--- config.mk ---
export PLATFORM = sky130hd
export DESIGN_NAME = cond_logic_pipe
export DESIGN_NICKNAME = d
export VERILOG_FILES = /design/src/rtl/cond_logic_pipe.sv
export SDC_FILE = /design/constraint.sdc
export NUM_CORES = 1
export LEC_CHECK = 0
export CAP_MARGIN = 25
export CORE_MARGIN = 1
export CORE_UTILIZATION = 35
export CTS_CLUSTER_SIZE = 24
export DETAILED_ROUTE_END_ITERATION = 8
export PLACE_DENSITY_LB_ADDON = 0.08
export RECOVER_POWER = 50
export SLEW_MARGIN = 0
export SYNTH_ARGS = -nofsm -noshare
export SYNTH_HDL_FRONTEND = slang
export SYNTH_SLANG_ARGS = --single-unit
--- constraint.sdc ---
create_clock -name CLK -period 8.4 [get_ports CLK]
set_input_delay 2.52 -clock CLK [delete_from_list [all_inputs] [get_ports CLK]]
set_output_delay 2.52 -clock CLK [all_outputs]
set_load 0.03 [all_outputs]
--- src/rtl/cond_logic_pipe.sv ---
// cond_logic_pipe: Execute-stage conditional-execution unit for the pipelined ARM datapath.
// Holds the NZCV flag register, evaluates Cond, gates PCSrc/RegWrite/MemWrite and
// tracks one pending multi-cycle (MUL/DIV) instruction.
// Optional build macro: COND_PERF_CNT_EN enables the saturating SquashCnt counter.
module cond_logic_pipe #(
   parameter int unsigned FLAGW_W = 2,
   parameter int unsigned CNT_W   = 16
) (
   input  logic               CLK,
   input  logic               RESETn,
   input  logic               Valid,
   input  logic               Stall,
   input  logic               Flush,
   input  logic               MCycle,
   input  logic               Done,
   input  logic               PCS,
   input  logic               RegW,
   input  logic               NoWrite,
   input  logic               MemW,
   input  logic [FLAGW_W-1:0] FlagW,
   input  logic [3:0]         Cond,
   input  logic [3:0]         ALUFlags,
   output logic               PCSrc,
   output logic               RegWrite,
   output logic               MemWrite,
   output logic               CondEx,
   output logic               Busy,
   output logic [3:0]         Flags,
   output logic [CNT_W-1:0]   SquashCnt
);

   localparam int unsigned GRP_W = 4 / FLAGW_W;

   typedef enum logic {S_IDLE = 1'b0, S_WAIT = 1'b1} state_t;

   state_t             state, nextState;
   logic               condPass;
   logic               issue;
   logic               mcStart;
   logic               mcDone;
   logic [FLAGW_W-1:0] flagWrEn;
   logic [3:0]         flagsNext;
   logic               pcsL, regWL, noWriteL, memWL;
   logic [FLAGW_W-1:0] flagWL;

   // Issue qualification; reset also forces the gated outputs low immediately
   assign issue   = RESETn & Valid & ~Stall & ~Flush & (state == S_IDLE);
   assign mcStart = issue & MCycle & condPass;
   assign mcDone  = (state == S_WAIT) & Done & ~Flush;

   // ARM condition decode against registered {N,Z,C,V}
   always_comb begin
      condPass = 1'b0;
      case (Cond)
         4'h0: condPass = Flags[2];
         4'h1: condPass = ~Flags[2];
         4'h2: condPass = Flags[1];
         4'h3: condPass = ~Flags[1];
         4'h4: condPass = Flags[3];
         4'h5: condPass = ~Flags[3];
         4'h6: condPass = Flags[0];
         4'h7: condPass = ~Flags[0];
         4'h8: condPass = Flags[1] & ~Flags[2];
         4'h9: condPass = ~Flags[1] | Flags[2];
         4'hA: condPass = (Flags[3] == Flags[0]);
         4'hB: condPass = (Flags[3] != Flags[0]);
         4'hC: condPass = ~Flags[2] & (Flags[3] == Flags[0]);
         4'hD: condPass = Flags[2] | (Flags[3] != Flags[0]);
         4'hE: condPass = 1'b1;
         default: condPass = 1'b0;
      endcase
   end

   // State register
   always_ff @(posedge CLK or negedge RESETn) begin
      if (!RESETn) state <= S_IDLE;
      else         state <= nextState;
   end

   // Next-state: enter WAIT on a passing multi-cycle issue, leave on Done or Flush
   always_comb begin
      nextState = state;
      case (state)
         S_IDLE: if (mcStart)       nextState = S_WAIT;
         S_WAIT: if (Flush | Done)  nextState = S_IDLE;
         default:                   nextState = S_IDLE;
      endcase
   end

   // Output decode: single-cycle gating in IDLE, latched controls on Done in WAIT
   always_comb begin
      PCSrc    = 1'b0;
      RegWrite = 1'b0;
      MemWrite = 1'b0;
      CondEx   = 1'b0;
      Busy     = 1'b0;
      flagWrEn = '0;
      case (state)
         S_IDLE: begin
            CondEx = issue & condPass;
            if (issue & ~MCycle & condPass) begin
               PCSrc    = PCS;
               RegWrite = RegW & ~NoWrite;
               MemWrite = MemW;
               flagWrEn = FlagW;
            end
         end
         S_WAIT: begin
            Busy = 1'b1;
            if (mcDone) begin
               PCSrc    = pcsL;
               RegWrite = regWL & ~noWriteL;
               MemWrite = memWL;
               flagWrEn = flagWL;
            end
         end
         default: ;
      endcase
   end

   // Per-bit flag mux; group g covers bits [(g+1)*GRP_W-1 : g*GRP_W]
   for (genvar b = 0; b < 4; b++) begin : gFlagBit
      assign flagsNext[b] = flagWrEn[b / GRP_W] ? ALUFlags[b] : Flags[b];
   end

   // Flag register
   always_ff @(posedge CLK or negedge RESETn) begin
      if (!RESETn) Flags <= 4'b0000;
      else         Flags <= flagsNext;
   end

   // Capture controls of a multi-cycle instruction at issue
   always_ff @(posedge CLK or negedge RESETn) begin
      if (!RESETn) begin
         pcsL     <= 1'b0;
         regWL    <= 1'b0;
         noWriteL <= 1'b0;
         memWL    <= 1'b0;
         flagWL   <= '0;
      end else if (mcStart) begin
         pcsL     <= PCS;
         regWL    <= RegW;
         noWriteL <= NoWrite;
         memWL    <= MemW;
         flagWL   <= FlagW;
      end
   end

`ifdef COND_PERF_CNT_EN
   // Saturating count of issued instructions whose condition failed
   always_ff @(posedge CLK or negedge RESETn) begin
      if (!RESETn)
         SquashCnt <= '0;
      else if (issue & ~condPass & ~(&SquashCnt))
         SquashCnt <= SquashCnt + CNT_W'(1);
   end
`else
   assign SquashCnt = '0;
`endif

endmodule

==> flow_summary.ini <==
[status]
outcome = finished clean

[layout]
diodes = 0
drive_above_1_share_pct = 16.2
layout.cells.non_filler = 139
final_cell_mix = clkdlybuf4s50_1, conb_1, dfrtp_1
nNetsFinal = 133
post-route-util_pct = 49.9
area_growth_pct = 32.9
layout_commonest_cell = clkdlybuf4s50_1

[worst_setup_path]
critPathArrivalTime_ps = 4890
crit_path_end = PCSrc
startpoint_type = input pin
timing.rr.start = Flags[3]
cp-startpoint = RESETn
critPathKind = input pin to output port
required_ps = 5880
r2r_slack_ps = 6230
cp_max_fo = 12
reg2reg_to = Flags[1]
reg2regPathDepth = 6
cp-end-kind = output port

[die]
ios = 46
core.rowCount = 17
die_w_um = 51.2
die_area_mm2 = 0.00262
start_util_pct = 37.6
die_h_um = 51.2
core-area_mm2 = 0.00225

[route]
drt_iter0_markers = 6
top_layer_used = met3
vias = 675
post_drt_wl_per_cell_um = 11.9
met2WireLength_um = 754
dr.pass1.iters = 4
wl_met3_um = 117
drc = 0
via_per_inst = 4.86
drt-total-wl_um = 1650
ant_nets = 0
wl_met1_um = 777

[place]
finalWeightedCongestion = 0.795
hpwlAfterDp_um = 1270
dp_cells = 135
portBuffers = 29

[worst_hold_path]
whs_path_depth = 1
min-delay-start = flagWL[1]
hp-class = register to register

[synthesis]
ys.flop_type = dfrtp_1
yosysSeqAreaShare_pct = 32.5
yosys.area.top_type_share_pct = 32.5
netlist_top_cells_area = dfrtp_1, buf_4, mux2_4
ys_warn_count = 0
ys_async_sr_fraction_pct = 100
synthCells = 80
synth_top_cell_by_area = dfrtp_1
synth_seq_cells = 11
syn_area_um2 = 847
avgSynthCellArea_um2 = 10.6
synth_edf_count = 0
synth_cell_types = 34

[sta]
max_freq_ghz = 0.135
fin_skew_ps = 0.487
holdWs_ps = 519
fin_tns_setup_ps = 0
maxSlewViolCount = 0
hold_viol = 0
final.min_clock_period_ps = 7410
finalSetupViolations = 0
rsz0062_at_grt = no
fin_crit_sh_pct = 88.2

[power_and_ir_drop]
p_leak_nw = 0.506
power.density_mw_per_mm2 = 151
vdd_ir_drop_max_uv = 84.8

[global_routing]
grt-ovfl-total = 0
grt_max_degree = 13
grt_first_pass_wirelength_um = 2770
track_usage_pct = 14.4
grt_pass1_vias = 599
antenna_found_initial = 0

[clock_network]
clk_latency_ps = 260
cts.path.max_buffers = 2
cts-root-buf = clkbuf_4
cts_tree = yes
ctsHoldBuffers = 0
htreeDepth = 1
clkTransAtPathRegs_ps = 70
post_cts_buffers = 0
cts-resized-gates = 0
clock_sinks = 11
cts_buffers = 3

[flow_run]
drv_cap = 0
==> registers in the layout (all words and copies together) (netlist names) <==
name / cells
Flags: 4
memWL: 1
noWriteL: 1
pcsL: 1
flagWL: 2
regWL: 1
state: 1
==> worst min-delay path by stage <==
stage	endpoint	slack (ps)
global route	flagWL[0]	540
finish	flagWL[1]	520
floorplan	noWriteL	470
CTS	pcsL	520
detailed placement	flagWL[0]	500
global placement	memWL	500
==> stage by stage <==
step	instance area, µm²	setup slack, ps	power (mW)
after floorplan	903	2150	0.118
after global placement	1100	1060	0.135
after detailed placement	1100	1030	0.136
after CTS	1130	1020	0.173
after global routing	1130	777	0.182
final	1130	987	0.170
==> power by group <==
group          switching, mW  total [mW]  leakage (nW)  internal [mW]
logic                 0.0319      0.0629         0.346         0.0310
clock network         0.0172      0.0356        0.0150         0.0184
registers            0.00891      0.0713         0.145         0.0624
total                 0.0580       0.170         0.506          0.112
==> area by class of cell <==
class	instances	area [µm²]
timing repair buffer	30	298
tap	28	35.0
multi-input combinational	66	492
clock buffer	4	26.3
fill	223	1130
sequential	11	275
==> metal layers <==
metal,up-vias,GRT usage (%)
met4,0,4.17
met1,321,19.3
met3,0,4.76
li1,323,-
met5,-,0
met2,31,21.7
==> cells in the mapped netlist, drive strengths merged, types with 2 or more instances <==
| cell | n |
|---|---|
| a32o | 2 |
| a32oi | 4 |
| and2 | 2 |
| buf | 18 |
| dfrtp | 11 |
| mux2 | 10 |
| mux2i | 2 |
| nand2 | 3 |
| nand2b | 2 |
| nand3 | 3 |
| nor2 | 4 |
| xnor2 | 2 |
==> cell families after synthesis <==
logic type / count (synthesis) / synth area share, %
AND/OR/NAND/NOR: 24 / 18.0
buffers and inverters: 18 / 16.1
multiplexers: 12 / 18.3
AO/OA/AOI/OAI: 11 / 11.5
flip-flops: 11 / 32.5
XOR/XNOR: 3 / 3.10
other: 1 / 0.443
==> critical path: stages <==
cell and delay [ps]:
dlygate4sd3_1 520, buf_4 200, nand2_1 70, nor4_1 310, nor2b_1 390, a32o_1 220, clkdlybuf4s50_1 660
Note: power is estimated with default switching activity, not from simulation.
